**src/rtl/dmem_arbiter.sv**
```systemverilog
// Round-robin arbiter sharing one single-port data memory between the CPU data
// port and the debug port, with registered responses and a CPU stall counter.
module dmem_arbiter #(
    parameter int DEPTH_WORDS = 64,
    parameter int STALL_W     = 16
) (
    input  logic               clk,
    input  logic               rst_n,

    input  logic               cpu_req,
    input  logic               cpu_we,
    input  logic [31:0]        cpu_addr,
    input  logic [31:0]        cpu_wdata,
    output logic               cpu_gnt,
    output logic               cpu_rvalid,
    output logic [31:0]        cpu_rdata,
    output logic               cpu_err,

    input  logic               dbg_req,
    input  logic               dbg_we,
    input  logic [31:0]        dbg_addr,
    input  logic [31:0]        dbg_wdata,
    output logic               dbg_gnt,
    output logic               dbg_rvalid,
    output logic [31:0]        dbg_rdata,
    output logic               dbg_err,

    output logic [STALL_W-1:0] cpu_stall_cnt,

    output logic               mem_we,
    output logic [31:0]        mem_addr,
    output logic [31:0]        mem_wdata,
    input  logic [31:0]        mem_rdata
);

    localparam logic [29:0] DEPTH_LIM = 30'(DEPTH_WORDS);

    logic last_gnt;  // 0 = CPU granted last, 1 = debug granted last
    logic cpu_legal;
    logic dbg_legal;

    assign cpu_legal = (cpu_addr[1:0] == 2'b00) && (cpu_addr[31:2] < DEPTH_LIM);
    assign dbg_legal = (dbg_addr[1:0] == 2'b00) && (dbg_addr[31:2] < DEPTH_LIM);

    // On a tie the port that did not win last time goes first.
    assign cpu_gnt = cpu_req && (!dbg_req || last_gnt);
    assign dbg_gnt = dbg_req && (!cpu_req || !last_gnt);

    always_comb begin
        // NOTE: every output gets a default first so no path leaves it unassigned (no latch).
        mem_we    = 1'b0;
        mem_addr  = '0;
        mem_wdata = '0;
        if (cpu_gnt) begin
            mem_we    = cpu_we && cpu_legal;
            mem_addr  = cpu_addr;
            mem_wdata = cpu_wdata;
        end else if (dbg_gnt) begin
            mem_we    = dbg_we && dbg_legal;
            mem_addr  = dbg_addr;
            mem_wdata = dbg_wdata;
        end
        // Grants still track requests in reset, but the memory must not be written.
        if (!rst_n) begin
            mem_we = 1'b0;
        end
    end

    // NOTE: sequential state uses non-blocking assignments so all flops update together.
    always_ff @(posedge clk or negedge rst_n) begin
        if (!rst_n) begin
            last_gnt <= 1'b1;
        end else if (cpu_gnt) begin
            last_gnt <= 1'b0;
        end else if (dbg_gnt) begin
            last_gnt <= 1'b1;
        end
    end

    always_ff @(posedge clk or negedge rst_n) begin
        if (!rst_n) begin
            cpu_rvalid <= 1'b0;
            cpu_err    <= 1'b0;
            cpu_rdata  <= '0;
            dbg_rvalid <= 1'b0;
            dbg_err    <= 1'b0;
            dbg_rdata  <= '0;
        end else begin
            cpu_rvalid <= cpu_gnt;
            cpu_err    <= cpu_gnt && !cpu_legal;
            dbg_rvalid <= dbg_gnt;
            dbg_err    <= dbg_gnt && !dbg_legal;
            // rdata only moves on a grant so it holds while rvalid is low.
            if (cpu_gnt) begin
                cpu_rdata <= (!cpu_we && cpu_legal) ? mem_rdata : 32'h0;
            end
            if (dbg_gnt) begin
                dbg_rdata <= (!dbg_we && dbg_legal) ? mem_rdata : 32'h0;
            end
        end
    end

    always_ff @(posedge clk or negedge rst_n) begin
        if (!rst_n) begin
            cpu_stall_cnt <= '0;
        end else if (cpu_req && !cpu_gnt && (cpu_stall_cnt != {STALL_W{1'b1}})) begin
            cpu_stall_cnt <= cpu_stall_cnt + STALL_W'(1);
        end
    end

endmodule

```
**config.mk**
```make
export PLATFORM = sky130hd
export DESIGN_NAME = dmem_arbiter
export DESIGN_NICKNAME = d
export VERILOG_FILES = /design/src/rtl/dmem_arbiter.sv
export SDC_FILE = /design/constraint.sdc
export NUM_CORES = 1
export LEC_CHECK = 0
export BUFFER_PORTS_ARGS = -buffer_cell sky130_fd_sc_hd__buf_2
export CAP_MARGIN = 20
export CELL_PAD_IN_SITES_DETAIL_PLACEMENT = 1
export CELL_PAD_IN_SITES_GLOBAL_PLACEMENT = 2
export CORE_MARGIN = 4
export CORE_UTILIZATION = 19
export DETAILED_ROUTE_END_ITERATION = 6
export GPL_ROUTABILITY_DRIVEN = 0
export PLACE_DENSITY = 0.8
export SLEW_MARGIN = 40
export SYNTH_ARGS = -nofsm -noshare
export SYNTH_HDL_FRONTEND = slang
export SYNTH_SLANG_ARGS = --single-unit
```
**constraint.sdc**
```tcl
create_clock -name clk -period 1.8 [get_ports clk]
set_input_delay 0.18 -clock clk [delete_from_list [all_inputs] [get_ports clk]]
set_output_delay 0.18 -clock clk [all_outputs]
set_load 0.005 [all_outputs]
```
==> metrics.md, run 1 <==
| Metric | Value |
|---|---|
| Skew final | `about 5.7 ps` |
| Vias per cell | `~4.5` |
| Vias | `roughly 5000` |
| Largest cells by area after synthesis | `dfrtp_1 49%, a22o_1 13%, nand2_1 12%` |
| Sequential cell area | `0.002128 mm2` |
| Kind of critical path | `flip-flop to output port` |
| Synth Register Bits | `85` |
| Dpl hpwl | `16840 um` |
| Area of the mapped netlist | `0.004295 mm2` |
| Run status | `finished, violations left` |
| Fin crit share | `1.081` |
| Root Driver | `clkbuf_16` |
| Worst slew margin | `0.7301` |
| Minimum clock period | `1947 ps` |
| Share of the synthesized area in the top cell type | `0.4894` |
| Die height | `158.4 um` |
| Dpl ws | `-148.0 ps` |
| Initial core utilization | `0.1950` |
| Post-route ant nets | `0` |
| CP startpoint kind | `flip-flop` |
| Post-synth cell types | `34` |
| Die area | `0.02508 mm2` |
| RSZ-0062 raised after global routing | `true` |
| Syn_nets | `approximately 630` |
| WP data required | `1620 ps` |
| Bufs on Longest Clock Path | `2` |
| Synthesized instance count | `465` |
| TritonCTS clock tree | `done` |
| Max cap viols | `0` |
| Row cnt | `54` |
| DIE WIDTH | `roughly 160 um` |
| Final Hold Viols | `0` |
| Synth area leader | `dfrtp_1` |
| Starting DRT DRC Count | `about 180` |
| DRC viols | `0` |
| Tot Pwr | `~5.6 mW` |
| Slew Viols, Final | `0` |
| Clock latency on the worst-skew pair | `roughly 330 ps` |
| Max rail drop VDD | `0.0003614 V` |
| Setup WS post-layout | `-146.5 ps` |
| WP data arrival | `1770 ps` |
| Crit path max fanout | `14` |
| Fillcell total | `about 2700` |
| H-Tree Depth | `3` |
| Post-synth EDFFs | `0` |
| Mapped Avg Cell Area | `9.237 um2` |
| Tightest Hold Check Type | `primary input to flip-flop` |
| Ys flop type | `dfrtp_1` |
| Worst-margin pin slew | `404.9 ps` |
| Final core occ | `0.3299` |
| Largest net degree at the start of global routing | `35` |
| I/O Buffers | `316` |
| PD cells | `764.4 mW/mm2` |
| Grt ovf | `0` |
| Hold WS | `86.77 ps` |
| # nets final | `approximately 990` |
| First-pass GRT wire length | `32260 um` |
| Violated checks | `setup timing` |
| CP Capture Type | `output port` |
| Routed len/inst | `19.56 um` |
| Antenna violations before repair | `1` |
| Sink Count | `85` |
| Yosys warns | `0` |
| Pleak | `3.858 nW` |
| Sequential share of the synthesized area | `0.4955` |
| Cts bufs inserted | `9` |
| Area growth, synth to finish | `69.18%` |
| Total track usage | `0.1663` |
| Area of the multi-input gates | `0.002067 mm2` |
| IO Pins | `approximately 320` |
| Vias in the first global route | `5529` |
| Fraction of layout cells with a size suffix above 1 | `0.5120` |
| Fraction of registers with async set or reset after synthesis | `1.000` |
| Core box area | `0.02203 mm2` |
| Total wire length | `21730 um` |
| CTS clk-pin slew, worst paths | `60 ps` |
| Final Setup Violations | `66` |
| Max Fclk | `513.7 MHz` |
| DR pass1 iterations | `4` |
## cells in the final DEF (no fill, tap or decap), types with 2 or more instances in the layout
cell type,n
buf_6,12
a22o_1,62
o21a_1,2
buf_2,307
bufinv_16,2
o21ai_1,52
buf_4,47
dfrtp_1,84
o21ai_0,6
nor2_1,7
or4_4,4
nand4_1,8
clkbuf_16,11
nand2_1,133
mux2_2,2
clkinv_8,2
xor2_1,9
clkinv_2,2
nand2_4,3
nand3_1,7
o21ai_2,8
xnor2_1,4
buf_16,4
nor4_2,2
a22o_4,2
nor4_1,13
nor3_1,7
buf_12,8
## cell type report
class | instances | share of cell area
diodes | 1 | 0.0003444
repair buffers | 382 | 0.3261
multi-input cells | 345 | 0.2844
inverters | 3 | 0.004993
well taps | 280 | 0.04821
clock buffers | 9 | 0.03099
clock inverters | 6 | 0.01205
flip-flops and latches | 85 | 0.2929
## cells in the mapped netlist, drive strengths merged (7+ instances only)
cell and instances:
a22o 64, buf 9, clkbuf 23, dfrtp 84, nand2 137, nand3 8, nand4 8, nor2 7
nor3 7, nor4 16, o21ai 66, xor2 9
## per-layer routing
metal,share of wire,global-route usage,vias up
met2,0.51,0.2973,214
met4,0.020,0.04712,0
li1,-,-,2387
met3,0.068,0.03479,25
met1,0.41,0.2020,2354
met5,0,0,-
## per-stage QoR
step,instances,setup TNS [ps],instance area [um2]
2_1_floorplan,465,0,4299
3_3_place_gp,1079,-3265,6492
3_5_place_dp,1079,-5554,6492
4_1_cts,1107,-10100,7157
5_1_grt,1111,-12750,7267
6_report,1111,-7390,7267
## sequential cells by signal (all words and copies together), names as in the netlist
name	flops
cpu_err	1
cpu_rdata	32
cpu_rvalid	1
cpu_stall_cnt	16
dbg_err	1
dbg_rdata	32
dbg_rvalid	1
last_gnt	1
## final timing paths
kind / slack (ps) / endpoint / cells after the start / startpoint
min reg2reg: 480 / cpu_rdata[11] / 2 / cpu_rdata[11]
max: -150 / mem_wdata[20] / 6 / last_gnt
max reg2reg: 80 / cpu_stall_cnt[15] / 6 / last_gnt
min: 90 / cpu_rdata[1] / 3 / mem_rdata[1]
min in group asynchronous: 290 / cpu_rdata[8] / 2 / rst_n
max in group asynchronous: 810 / last_gnt / 3 / rst_n
## kinds of logic (layout without fill, tap and decap cells)
group | Yosys count | in the layout | share of synthesized area
simple gates | 196 | 196 | 0.2083
xor+xnor | 13 | 13 | 0.02651
other cells | 0 | 1 | 0
compound gates | 133 | 133 | 0.2205
mux | 2 | 2 | 0.005243
buf+inv | 35 | 400 | 0.04107
fa+ha+maj | 1 | 1 | 0.002912
flops | 85 | 85 | 0.4955
## report_power, final
group          total, mW  internal [mW]  switching, mW
registers           2.05           1.99         0.0645
clock network       1.99           1.21          0.781
logic               1.51          0.760          0.749
## repair_timing
item,CTS,global route
setup endpoints to repair,67,76
buffers inserted,6,3
resized for setup,31,19
gates cloned,6,2
hold buffers,1,0
endpoints found under the hold margin,19,0
pin swaps,12,14
## worst max-delay path, cell delays in order, from the launching register on
cell and delay, ps:
dfstp_2 560, nand2_2 70, nand2_4 110, clkinv_8 110, buf_16 180, a22o_1 250
buf_2 140
Power figures use the tool's default switching activity.
==> inputs of run 2 (changes only) <==
--- a/config.mk
+++ b/config.mk
@@ -5,6 +5,7 @@
 export SDC_FILE = /design/constraint.sdc
 export NUM_CORES = 1
 export LEC_CHECK = 0
+export ABC_AREA = 1
 export BUFFER_PORTS_ARGS = -buffer_cell sky130_fd_sc_hd__buf_2
 export CAP_MARGIN = 20
 export CELL_PAD_IN_SITES_DETAIL_PLACEMENT = 1
@@ -13,7 +14,7 @@
 export CORE_UTILIZATION = 19
 export DETAILED_ROUTE_END_ITERATION = 6
 export GPL_ROUTABILITY_DRIVEN = 0
-export PLACE_DENSITY = 0.8
+export PLACE_DENSITY = 0.81
 export SLEW_MARGIN = 40
 export SYNTH_ARGS = -nofsm -noshare
 export SYNTH_HDL_FRONTEND = slang
==> run 2 against run 1 <==
The run still ends with setup timing left. Sequential power up 3%. Flip-flop and latch count unchanged. Core utilization fell by 1.9 points. Routed wire length grew 4.9%. Critical path type unchanged. Largest power group unchanged. Highest routed layer is now met5.
==> metrics.md, run 2 <==
| Metric | Value |
|---|---|
| Share of the synthesized area in the top cell type | `0.4581 (-0.03123)` |
| Worst Reg-to-Reg Cells | `9 (+3)` |
| # nets final | `1081 (+8.9%)` |
| Worst hold endpoint | `last_gnt` |
| Fraction of registers with async set or reset after synthesis | `1.000 (unchanged)` |
| WP data required | `1620 ps (about the same)` |
| Vias | `5480 (+10%)` |
| Worst slew margin | `0.6664 (-0.06366)` |
| Crit path max fanout | `8 (-6)` |
| Total wire length | `22800 um (+4.9%)` |
| Synth Register Bits | `85 (unchanged)` |
| H-Tree Depth | `3 (unchanged)` |
| Row cnt | `56 (+3.7%)` |
| Root Driver | `clkbuf_16` |
| Syn_nets | `751 (+19%)` |
| Die height | `163.4 um (+3.2%)` |
| DRC viols | `0 (unchanged)` |
| Hold WS | `78.00 ps (-8.769 ps)` |
| Critical path's top delay family | `buffers and inverters` |
| Post-synth cell types | `23 (-32%)` |
| RSZ-0062 raised after global routing | `true` |
| Skew final | `8.528 ps (+2.830 ps)` |
| CTS clk-pin slew, worst paths | `60 ps (about the same)` |
| Post-route ant nets | `0 (unchanged)` |
| WP data arrival | `1740 ps (-30 ps)` |
| Violated checks | `setup timing` |
| Fin cells | `1238 (+11%)` |
| Vias in the first global route | `5640 (+2.0%)` |
| CP Capture Type | `output port` |
| Pleak | `4.109 nW (+6.5%)` |
| Post-route cell area | `0.007351 mm2 (+1.2%)` |
| Run status | `finished, violations left` |
| Post-synth EDFFs | `0 (unchanged)` |
| Slew Viols, Final | `0 (unchanged)` |
| TritonCTS clock tree | `done` |
| Sink Count | `85 (unchanged)` |
| DIE WIDTH | `163.4 um (+3.2%)` |
| Starting DRT DRC Count | `212 (+20%)` |
| Min-delay src | `cpu_req` |
| Total track usage | `0.1590 (-0.007307)` |
| Cts bufs inserted | `9 (unchanged)` |
| First-pass GRT wire length | `32820 um (+1.7%)` |
| Minimum clock period | `1920 ps (-26.97 ps)` |
| Max cap viols | `0 (unchanged)` |
| Post-DP Area | `0.006608 mm2 (+1.8%)` |
| Largest net degree at the start of global routing | `86 (+150%)` |
| Kind of critical path | `flip-flop to output port` |
| Most common cell after layout, fill and taps aside | `buf_2` |
| Core box area | `0.02361 mm2 (+7.2%)` |
| Setup WS post-layout | `-119.5 ps (+26.97 ps)` |
| Final Hold Viols | `0 (unchanged)` |
| ANT cells | `0 (-1)` |
| Ys flop type | `dfrtp_1` |
| Die area | `0.02670 mm2 (+6.5%)` |
| Post-synth top cells | `205 x nand2_1, 84 x dfrtp_1, 55 x o21ai_0` |
| Reg-to-reg critical path endpoint | `cpu_stall_cnt[3]` |
| Commonest cells after routing, fill and taps aside | `314 x buf_2, 204 x nand2_1, 84 x dfrtp_1` |
| Fraction of layout cells with a size suffix above 1 | `0.4222 (-0.08985)` |
| Fin crit share | `1.066 (-0.01498)` |
| Initial core utilization | `0.1943 (-0.0007035)` |
| Routed len/inst | `18.41 um (-5.9%)` |
| Synth area leader | `dfrtp_1` |
| Crit-path slowest cell | `dfstp_2` |
| IO Pins | `317 (unchanged)` |
| Worst-margin pin slew | `500.4 ps (+95.50 ps)` |
| Synthesized instance count | `584 (+26%)` |
| Antenna violations before repair | `3 (+2)` |
| Buffers and inverters on the worst path | `6 (+3)` |
| CP cell instances | `inv_2, nand2_4, nand2_4, clkinv_4, buf_12, buf_12, buf_16, a22o_1, buf_2` |
| Tightest Hold Check Type | `primary input to flip-flop` |
| Dpl hpwl | `16120 um (-4.3%)` |
| Area growth, synth to finish | `60.21%` |
| Max Fclk | `521.0 MHz (+1.4%)` |
| Biggest regs | `cpu_rdata (32), dbg_rdata (32), cpu_stall_cnt (16)` |
| Yosys warns | `0 (unchanged)` |
| Grt ovf | `0 (unchanged)` |
| Area of the mapped netlist | `0.004588 mm2 (+6.8%)` |
| I/O Buffers | `316 (unchanged)` |
| Mapped Avg Cell Area | `7.856 um2 (-15%)` |
| PD cells | `761.6 mW/mm2 (-0.37%)` |
| Hold Path Cell Cnt | `2 (-1)` |
| Clock latency on the worst-skew pair | `350 ps (+20 ps)` |
| Bufs on Longest Clock Path | `2 (unchanged)` |
| Reg-to-Reg Start | `last_gnt` |
| Sequential share of the synthesized area | `0.4639 (-0.03162)` |
| Largest cells by area after synthesis | `dfrtp_1 46%, nand2_1 17%, a22o_1 9.2%` |
| Final core occ | `0.3113 (-0.01862)` |
| Final Setup Violations | `59 (-11%)` |
| CP startpoint kind | `flip-flop` |
| Max rail drop VDD | `0.0003277 V (-9.3%)` |
| Post-placement cell count | `1201 (+11%)` |
| Vias per cell | `4.426 (-1.2%)` |
| DR pass1 iterations | `4 (unchanged)` |
| Setup slack, reg-to-reg | `170 ps (+90 ps)` |
| Count leader, synth | `nand2_1` |
| CP max stage delay | `540 ps (-20 ps)` |
## run 2: changes by cell type after synthesis, moves of 6 or more
cell     before  now
a22o_1       63   48
nor2_1        7   43
nand2_1     137  205
o21ai_1      52    0
o21ai_2       8    2
inv_1         1   30
nand4_1       8   33
o21ai_0       6   55
nor4_1       15    0
buf_2         0   11
nand3_1       8   18
## run 2: kinds of logic (layout without fill, tap and decap cells)
group           after synthesis  after routing  share of synthesized area
compound gates              106            106                     0.1565
xor+xnor                     13             13                    0.02482
fa+ha+maj                     1              1                   0.002727
buf+inv                      70            405                    0.06845
flops                        85             85                     0.4639
simple gates                309            309                     0.2836
## run 2: stage by stage
step                      setup WS, ps  setup TNS (ps)  total power, mW
after floorplan                  301.2               0            2.774
after global placement           186.1               0            3.577
after detailed placement         146.7               0            3.606
after CTS                       -163.5           -7520            5.608
after global routing            -182.8           -9698            5.921
final                           -119.5           -4934            5.598
## run 2: power breakdown
part	internal (mW)	total, mW	leakage [nW]	switching, mW
registers	2.02	2.12	1.16	0.101
logic	0.803	1.68	2.81	0.875
clock network	0.987	1.80	0.133	0.817
## run 2: metal layers
metal | vias to the layer above | global-route usage | wire length, um
met3 | 23 | 0.05097 | 1969
met2 | 194 | 0.2775 | 11190
met5 | - | 0 | 34
met1 | 2645 | 0.1936 | 9355
li1 | 2614 | - | -
met4 | 4 | 0.03050 | 247
## run 2: cell type report
type | count | area [um2]
Fill cell | 2953 | 16260
Timing Repair Buffer | 357 | 2235
Multi-Input combinational cell | 429 | 2172
Sequential cell | 85 | 2128
Tap cell | 319 | 399.1
Clock buffer | 11 | 242.7
Inverter | 32 | 132.6
Clock inverter | 5 | 41.29
## run 2: how the worst max path moves through the flow
stage | from | end | slack (ps) | cells past startpoint
after global routing | last_gnt | mem_addr[3] | -180 | 6
after detailed placement | last_gnt | cpu_rdata[3] | 150 | 8
after floorplan | cpu_stall_cnt[0] | cpu_stall_cnt[9] | 300 | 9
after CTS | last_gnt | mem_wdata[23] | -160 | 9
after global placement | last_gnt | mem_we | 190 | 9
final | last_gnt | mem_wdata[23] | -120 | 9
## run 2: worst reg2reg max path: cells and delay by family (launching register included)
kind,cells,cell delay (ps)
AO/OA/AOI/OAI,1,230
buffers and inverters,3,390
flip-flops,1,370
AND/OR/NAND/NOR,5,590
## run 2: repair_timing
item / in CTS / in global routing
endpoints found under the hold margin: 84 / 0
resized for setup: 17 / 12
gates cloned: 6 / 4
hold buffers: 1 / 0
setup buffers: 5 / 5
pin swaps: 5 / 8
setup endpoints to repair: 66 / 78
